--- src/rtl/en_missiles.sv ---
// en_missiles: enemy missile engine in the VGA pixel pipeline.
//
// Up to three falling missiles, one per slot. Each slot cools down, then
// launches from its enemy's launch point, falls a level-dependent number of
// pixels per frame, and retires when it leaves the screen or hits the player.
// The pixel stream passes through with 1 cycle of latency. Missile pixels are
// painted in MIS_RGB outside blanking.
//
// Optional feature: define EN_MISSILE_COLLISION_EN to build the player overlap
// check and player_hit. When it is undefined, player_hit is constant 0 and
// missiles leave only by going off-screen.
//
// Ports:
//   pclk, rst            pixel clock, async active-low reset
//   vcount_in/hcount_in  timing counters (11b)
//   vsync/hsync/vblnk/hblnk_in, rgb_in   timing strobes, pixel colour
//   en1..en3_x/y_missile launch points (x == 0: enemy dead, no launch)
//   xpos/ypos_player     player hitbox top-left
//   level_in, level_change  level and its one-cycle transition pulse
//   *_out                pixel stream delayed 1 cycle
//   player_hit           1-cycle pulse per frame with at least one hit

// One missile slot: IDLE -> COOL -> FLY state machine and pixel coverage test.
module en_missiles_slot #(
  parameter int         SCREEN_H = 600,
  parameter int         MIS_W    = 4,
  parameter int         MIS_H    = 12,
  parameter int         PL_W     = 48,
  parameter int         PL_H     = 40,
  parameter logic [5:0] PRELOAD  = 6'd20
) (
  input  logic        pclk,
  input  logic        rst,
  input  logic        tick,
  input  logic        level_change,
  input  logic [3:0]  step,
  input  logic [5:0]  reload,
  input  logic [10:0] launch_x,
  input  logic [10:0] launch_y,
  input  logic [10:0] xpos_player,
  input  logic [10:0] ypos_player,
  input  logic [10:0] hcount,
  input  logic [10:0] vcount,
  output logic        pix,
  output logic        hit
);
  typedef enum logic [1:0] {S_IDLE, S_COOL, S_FLY} state_t;

  state_t      state, state_n;
  logic [5:0]  cnt, cnt_n;
  logic [10:0] x, y, x_n, y_n;
  logic [11:0] xw, yw, ny;
  logic        off, overlap;

  // 12-bit arithmetic so x+MIS_W / y+step never wrap
  assign xw  = {1'b0, x};
  assign yw  = {1'b0, y};
  assign ny  = yw + {8'd0, step};
  assign off = ny >= 12'(SCREEN_H);

`ifdef EN_MISSILE_COLLISION_EN
  // strict overlap of the moved missile rectangle with the player rectangle
  assign overlap = (xw < {1'b0, xpos_player} + 12'(PL_W)) &&
                   ({1'b0, xpos_player} < xw + 12'(MIS_W)) &&
                   (ny < {1'b0, ypos_player} + 12'(PL_H)) &&
                   ({1'b0, ypos_player} < ny + 12'(MIS_H));
`else
  logic unused_player;
  assign unused_player = ^{xpos_player, ypos_player};
  assign overlap       = 1'b0;
`endif

  always_ff @(posedge pclk or negedge rst) begin
    if (!rst) begin
      state <= S_COOL;
      cnt   <= PRELOAD;
      x     <= '0;
      y     <= '0;
    end else begin
      state <= state_n;
      cnt   <= cnt_n;
      x     <= x_n;
      y     <= y_n;
    end
  end

  always_comb begin
    state_n = state;
    cnt_n   = cnt;
    x_n     = x;
    y_n     = y;
    hit     = 1'b0;
    if (level_change) begin
      // level change beats tick: missile vanishes, no hit
      state_n = S_COOL;
      cnt_n   = PRELOAD;
    end else if (tick) begin
      case (state)
        S_IDLE: begin
          state_n = S_COOL;
          cnt_n   = reload;
        end
        S_COOL: begin
          if (cnt > 6'd1) begin
            cnt_n = cnt - 6'd1;
          end else begin
            // expired: park at 0 and retry every tick while the enemy is dead
            cnt_n = '0;
            if (launch_x != '0) begin
              state_n = S_FLY;
              x_n     = launch_x;
              y_n     = launch_y;
            end
          end
        end
        S_FLY: begin
          if (off) begin
            state_n = S_IDLE;
          end else if (overlap) begin
            state_n = S_IDLE;
            hit     = 1'b1;
          end else begin
            y_n = ny[10:0];
          end
        end
        default: state_n = S_IDLE;
      endcase
    end
  end

  assign pix = (state == S_FLY) &&
               (hcount >= x) && ({1'b0, hcount} < xw + 12'(MIS_W)) &&
               (vcount >= y) && ({1'b0, vcount} < yw + 12'(MIS_H));
endmodule

module en_missiles #(
  parameter int          SCREEN_H = 600,
  parameter int          MIS_W    = 4,
  parameter int          MIS_H    = 12,
  parameter int          PL_W     = 48,
  parameter int          PL_H     = 40,
  parameter logic [11:0] MIS_RGB  = 12'hF80
) (
  input  logic        pclk,
  input  logic        rst,
  input  logic [10:0] vcount_in,
  input  logic [10:0] hcount_in,
  input  logic        vsync_in,
  input  logic        hsync_in,
  input  logic        vblnk_in,
  input  logic        hblnk_in,
  input  logic [11:0] rgb_in,
  input  logic [10:0] en1_x_missile,
  input  logic [10:0] en1_y_missile,
  input  logic [10:0] en2_x_missile,
  input  logic [10:0] en2_y_missile,
  input  logic [10:0] en3_x_missile,
  input  logic [10:0] en3_y_missile,
  input  logic [10:0] xpos_player,
  input  logic [10:0] ypos_player,
  input  logic [3:0]  level_in,
  input  logic        level_change,
  output logic [10:0] vcount_out,
  output logic [10:0] hcount_out,
  output logic        vsync_out,
  output logic        hsync_out,
  output logic        vblnk_out,
  output logic        hblnk_out,
  output logic [11:0] rgb_out,
  output logic        player_hit
);
  localparam int NUM_SLOTS = 3;

  logic [NUM_SLOTS-1:0][10:0] lx, ly;
  logic [NUM_SLOTS-1:0]       pix, hit;
  logic                       vblnk_q, tick;
  logic [3:0]                 lvl_st, lvl_cd, step;
  logic [5:0]                 reload;

  assign lx = {en3_x_missile, en2_x_missile, en1_x_missile};
  assign ly = {en3_y_missile, en2_y_missile, en1_y_missile};

  // vblnk_q resets high so a vblnk already asserted at reset release is not
  // taken as a frame tick; the first tick needs a fresh rising edge.
  always_ff @(posedge pclk or negedge rst) begin
    if (!rst) vblnk_q <= 1'b1;
    else      vblnk_q <= vblnk_in;
  end
  assign tick = vblnk_in & ~vblnk_q;

  // step 2..8 px/frame, cooldown 60..20 frames
  assign lvl_st = (level_in > 4'd6)  ? 4'd6  : level_in;
  assign lvl_cd = (level_in > 4'd10) ? 4'd10 : level_in;
  assign step   = 4'd2 + lvl_st;
  assign reload = 6'd60 - {lvl_cd, 2'b00};

  for (genvar i = 0; i < NUM_SLOTS; i++) begin : g_slot
    en_missiles_slot #(
      .SCREEN_H(SCREEN_H), .MIS_W(MIS_W), .MIS_H(MIS_H),
      .PL_W(PL_W), .PL_H(PL_H), .PRELOAD(6'(20 * (i + 1)))
    ) u_slot (
      .pclk(pclk), .rst(rst), .tick(tick), .level_change(level_change),
      .step(step), .reload(reload),
      .launch_x(lx[i]), .launch_y(ly[i]),
      .xpos_player(xpos_player), .ypos_player(ypos_player),
      .hcount(hcount_in), .vcount(vcount_in),
      .pix(pix[i]), .hit(hit[i])
    );
  end

  always_ff @(posedge pclk or negedge rst) begin
    if (!rst) begin
      vcount_out <= '0;
      hcount_out <= '0;
      vsync_out  <= 1'b0;
      hsync_out  <= 1'b0;
      vblnk_out  <= 1'b0;
      hblnk_out  <= 1'b0;
      rgb_out    <= '0;
      player_hit <= 1'b0;
    end else begin
      vcount_out <= vcount_in;
      hcount_out <= hcount_in;
      vsync_out  <= vsync_in;
      hsync_out  <= hsync_in;
      vblnk_out  <= vblnk_in;
      hblnk_out  <= hblnk_in;
      rgb_out    <= (|pix && !hblnk_in && !vblnk_in) ? MIS_RGB : rgb_in;
      // hit is only ever set on a tick without level_change; slots OR'd
      player_hit <= |hit;
    end
  end
endmodule

--- config.mk ---
export PLATFORM = sky130hd
export DESIGN_NAME = en_missiles
export DESIGN_NICKNAME = d
export VERILOG_FILES = /design/src/rtl/en_missiles.sv
export SDC_FILE = /design/constraint.sdc
export NUM_CORES = 1
export LEC_CHECK = 0
export BUFFER_PORTS_ARGS = -buffer_cell sky130_fd_sc_hd__buf_2
export CORE_ASPECT_RATIO = 1.75
export CORE_MARGIN = 2
export CORE_UTILIZATION = 30
export CTS_BUF_LIST = sky130_fd_sc_hd__clkbuf_2
export DETAILED_ROUTE_END_ITERATION = 12
export SKIP_CTS_REPAIR_TIMING = 1
export SKIP_LAST_GASP = 1
export SYNTH_ARGS = -nofsm -noshare
export SYNTH_HDL_FRONTEND = slang
export SYNTH_SLANG_ARGS = --single-unit
--- constraint.sdc ---
create_clock -name pclk -period 2.8 [get_ports pclk]
set_input_delay 0.14 -clock pclk [delete_from_list [all_inputs] [get_ports pclk]]
set_output_delay 0.14 -clock pclk [all_outputs]
set_load 0.02 [all_outputs]
# Word-level counts from Yosys, hierarchy flattened

Cells that the tools add are included.

Bits in registers: 129
Input port bits: 133

Add/subtract/negate cells: 14
$lt $le $gt $ge: 20
Equal/unequal tests: 24
Mux-type cells: 45
Bitwise logic cells: 6
Reductions and logical operators: 42

Operators by type and width:

| operator                                                                              | count |
|---|---|
| 11-bit 2-to-1 mux                                                                     | 9 |
| 11-bit by 12-bit less-than comparator with 1-bit output                               | 6 |
| 11-bit greater-or-equal comparator                                                    | 6 |
| 11-bit one-hot mux with 2 select lines                                                | 3 |
| 6-bit 2-to-1 mux                                                                      | 9 |
| 11-bit by 3-bit adder with 12-bit output, second input constant                       | 3 |
| 11-bit by 4-bit adder with 12-bit output                                              | 3 |
| 11-bit by 4-bit adder with 12-bit output, second input constant                       | 3 |
| 12-bit by 10-bit greater-or-equal comparator with 1-bit output, second input constant | 3 |
| 6-bit one-hot mux with 2 select lines                                                 | 3 |
| 11-bit nonzero test                                                                   | 3 |
| 2-bit 2-to-1 mux                                                                      | 15 |
| 6-bit by 1-bit greater-than comparator with 1-bit output, second input constant       | 3 |
| 3-bit by 2-bit != test with 1-bit output, second input constant                       | 6 |
| 2-bit one-hot mux with 3 select lines                                                 | 3 |
| 6-bit AND reduction                                                                   | 3 |
| 6-bit by 1-bit subtractor with 6-bit output, second input constant                    | 3 |
| 5-bit AND reduction                                                                   | 3 |
| 1-bit logical AND                                                                     | 14 |
| 12-bit 2-to-1 mux                                                                     | 1 |
| 2-bit != test, second input constant                                                  | 6 |
| 4-bit AND reduction                                                                   | 3 |
| 3-bit != test, second input constant                                                  | 3 |
| 3-bit nonzero test                                                                    | 3 |
| 15 further kinds                                                                      | 34 |

# Depth between registers and ports, before layout

Word-level depth: 9
Depth in mapped cells: 15
Depth with buffers taken out: 13

# Modules after synthesis

A second synthesis with hierarchy kept.

Cells, all modules: 1154
Area, all modules: 10593.9 µm²

Modules (own cells, without submodules):

| module                              | instances | cells an instance | area an instance (µm²) |
|---|---|---|---|
| en_missiles_slot (g_slot[1].u_slot) | 1         | 355               | 3155.5 |
| en_missiles_slot (g_slot[0].u_slot) | 1         | 371               | 3105.5 |
| en_missiles_slot (g_slot[2].u_slot) | 1         | 357               | 3100.5 |
| en_missiles                         | 1         | 71                | 1232.4 |

# Worst setup path before layout

OpenSTA, ideal clock, no wires.

Path kind: input to register
From: input port level_in[3]
To: register g_slot[1].u_slot.y[0]
Setup time: 0.125 ns
Data arrival time: 3.227 ns
Slack: -0.553 ns
Stages: 13
Buffers on the path: 2
Path through: clkbuf_1 > a211oi_1 > ha_1 > inv_1 > fa_1 > nand2b_1 > a21oi_1 > a31oi_1 > or4_4 > nand4_2 > and2_1 > buf_4 > mux2_4

Word-level cells in the longest chain between the ends: 7

RTL lines:

| item                                                           | line | text |
|---|---|---|
| from (decl)                                                    | 161  | `input logic [3:0] level_in,` |
| 4-bit by 3-bit greater-than comparator with 1-bit output       | 192  | `assign lvl_st = (level_in > 4'd6) ? 4'd6 : level_in;` |
| 4-bit 2-to-1 mux *                                             | 192  |  |
| 2-bit by 4-bit adder with 4-bit output *                       | 194  | `assign step = 4'd2 + lvl_st;` |
| 11-bit by 4-bit adder with 12-bit output *                     | 58   | `assign ny = yw + {8'd0, step};` |
| 12-bit by 10-bit greater-or-equal comparator with 1-bit output | 59   | `assign off = ny >= 12'(SCREEN_H);` |
| 2-bit != test (no line)                                        | n/a  |  |
| 6-bit AND reduction (no line)                                  | n/a  |  |
| to (signal assigned)                                           | 83   | `y <= y_n;` |
| to (decl)                                                      | 51   | `logic [10:0] x, y, x_n, y_n;` |

Mark *: on every way between the ends. The rest lies on a longest branch, timed or not. The select of a mux whose other input is x is not followed.
A chain may end at the register's enable or synchronous reset.

# Worst setup path after layout

From: register g_slot[1].u_slot.y[3]
To: register rgb_out[1]

Word-level cells in the longest chain between the ends: 7

RTL lines:

| item                                                                                                  | line     | text |
|---|---|---|
| 11-bit by 4-bit adder with 12-bit output / 11-bit greater-or-equal comparator (equally long branches) | 133      | `(vcount >= y) && ({1'b0, vcount} < yw + 12'(MIS_H));` |
| 11-bit by 12-bit less-than comparator with 1-bit output / 1-bit logical AND (equally long branches)   | 133, 132 |  |
| 1-bit logical AND *                                                                                   | 133      |  |
| 3-bit OR reduction *                                                                                  | 228      | `rgb_out <= (\|pix && !hblnk_in && !vblnk_in) ? MIS_RGB : rgb_in;` |
| 1-bit logical AND * (2 in a row)                                                                      | 228      |  |
| 12-bit 2-to-1 mux *                                                                                   | 228      |  |
| to (signal assigned)                                                                                  | 228      |  |
| to (decl)                                                                                             | 169      | `output logic [11:0] rgb_out,` |

Mark *: on every way between the ends. The rest lies on a longest branch, timed or not.

==> flow_summary.ini <==
[routing]
route.layer.met1.wl_um = 13900
firstDrtPassIters = 6
avgRoutedWirePerCell_um = 18.8
wl_um = 38900
wl_met3_um = 1470
drt_iter0_markers = 630
ant_nets = 0
routed.top_layer = met4
vias = 10900
viasPerCell = 5.28
wl_met2_um = 21000
drc = 0

[cts]
clk_pin_slew_ns = 0.22
numCtsBuffers = 17
root_buffer = clkbuf_2
insertion_delay_ns = 0.84
cts_sinks = 129
htreeDepth = 4
cts_buffer_depth = 2
tritoncts = done

[power]
vdd_drop_max_mv = 0.182
power.total_mw = 4.76
powerDensity_nw_per_um2 = 317
power.leakage_nw = 6.80

[critical_path]
crit_type = reg -> reg
critPathArrivalTime_ns = 3.54
worstSetupStartpoint = g_slot[1].u_slot.y[3]
rr_startpoint = g_slot[1].u_slot.y[3]
worstRegToRegCells = 13
cp_max_fo = 4
worstPathRequired_ns = 3.48
end_kind = flip-flop
crit_path_end = rgb_out[1]
timing.reg2reg.setup_slack_ns = -0.06
r2r_end = rgb_out[1]
start_kind = flip-flop

[timing]
max_freq_mhz = 349
whs_ns = -0.497
worst_pin_slew_ns = 0.593
min_period_ns = 2.86
tns_ns = -0.280
hold_violations = 1
setup_slack_ns = -0.0621
period_share = 1.02
rsz0062_at_grt = yes
maxSlewViolCount = 0
setup_viol = 10
skew_ns = 0.0592
relSlewSlack = 0.605

[placement]
dp_hpwl_um = 30300
gp_congestion = 0.912
port-buffer-count = 148
post_dp_cell_area_um2 = 13100

[synthesis]
ys_seq_area_frac = 0.309
synth_edf_count = 0
yosys_most_used_dff = dfrtp_1
synth.largest_area_cell = dfrtp_1
ys_warn_count = 0
synth_top_cell_area_share = 0.279
synth_area_um2 = 10500
netlist_instances = 1172
synthTopCellsByArea = dfrtp_1, ha_1, a21oi_1
yosys-top-cells-count = ha_1, dfrtp_1, inv_1
ys_seq_elements = 129
yosysMostFrequentCell = ha_1
syn_avg_cell_area_um2 = 8.95
synthArstFlopShare = 1.00
synth_nets = 1453
yosysUniqueCellTypes = 83

[floorplanning]
initial_core_util = 0.304
dieHeight_um = 251
core-area_um2 = 34500
boundaryPins = 172
rows = 90
die_x_um = 145
die_area_um2 = 36500

[finish]
final_util = 0.437
layout-drive-gt1-share = 0.310
area_delta_synth_final_pct = 43.5
design_area_um2 = 15000
nets = 1876

[grt]
gr-usage-all-layers = 0.202
antenna_found_initial = 2
grt_pass1_wl_um = 57000
grt_max_degree = 61
grt_pass1_vias = 10600
overflow = 0

[run_status]
violations = hold timing, setup timing
outcome = finished, violations left

[run]
drv_cap = 0

[worst_hold_path]
hold_class = in -> reg
-- metrics by stage --
step,setup WS (ns),std cells
after global routing,-0.180,2070
after floorplan,-0.213,1172
after detailed placement,-0.279,1902
after CTS,-0.338,1934
final,-0.0621,2070
after global placement,-0.214,1902
-- cell usage in the layout (no fill, tap or decap), types with 8 or more instances in the layout --
cell	instances
dlygate4sd3_1	114
mux2_2	27
o211ai_1	9
nand4_1	10
nand3_1	34
dfrtp_1	113
nor3_1	33
mux2i_1	10
clkbuf_2	19
nor2_1	75
nand2b_1	19
a211oi_1	8
inv_1	96
a21oi_1	82
dfstp_2	12
nand2_1	67
buf_2	147
o21a_1	12
a21o_1	18
nor2b_1	14
nor4_1	12
ha_1	135
o22ai_1	8
buf_4	168
a2111oi_4	8
xnor2_1	39
o21ai_0	65
a31oi_1	18
-- worst min-delay path by stage --
stage               startpoint                 endpoint  depth (start not counted)
global placement           rst               rgb_out[8]                          1
detailed placement         rst              rgb_out[11]                          1
floorplan                  rst  g_slot[0].u_slot.cnt[0]                          0
global route        rgb_in[10]              rgb_out[10]                          2
CTS                        rst              rgb_out[11]                          1
finish              rgb_in[10]              rgb_out[10]                          2
-- routing by layer --
layer / track usage / up-vias
li1: - / 5184
met2: 0.388 / 350
met5: 0 / -
met1: 0.202 / 5266
met3: 0.0294 / 125
met4: 0.126 / 0
-- critical path, cell delays in order, from the launching register on --
cell	delay [ns]
dfrtp_1	0.44
inv_2	0.09
ha_4	0.16
buf_6	0.12
xor2_2	0.14
ha_2	0.28
o21a_1	0.18
o21ai_2	0.18
a221oi_2	0.09
a221o_1	0.34
a211oi_2	0.24
o211a_4	0.26
buf_4	0.15
a2111oi_4	0.04
-- flip-flops by register name, summed over array words and instances (netlist names) --
register,count
hcount_out,11
g_slot.u_slot.x,33
hblnk_out,1
g_slot.u_slot.y,33
g_slot.u_slot.state,6
vblnk_out,1
vcount_out,11
vblnk_q,1
rgb_out,12
vsync_out,1
hsync_out,1
g_slot.u_slot.cnt,18
-- where the power goes --
group          internal, mW  leakage [nW]  switching (mW)
clock                 0.413         0.122           0.819
combinational         0.723          5.15           0.804
sequential             1.95          1.53          0.0583
total                  3.08          6.80            1.68
-- cell families after synthesis --
| kind of cell | Yosys count | synth area share |
|---|---|---|
| compound gates | 347 | 0.225 |
| xor+xnor | 46 | 0.0384 |
| fa+ha+maj | 148 | 0.179 |
| buf+inv | 138 | 0.0520 |
| flops | 129 | 0.309 |
| mux | 39 | 0.0414 |
| other cells | 1 | 0.000358 |
| simple gates | 324 | 0.155 |
-- area by class of cell --
type,count,area (µm²)
Tap cell,460,576
Clock buffer,19,95.1
Inverter,99,372
Sequential cell,129,3250
Clock inverter,13,143
Fill cell,3407,19400
Antenna cell,2,5.00
Multi-Input combinational cell,905,7250
Timing Repair Buffer,443,3360
Note: power is estimated with default switching activity, not from simulation.
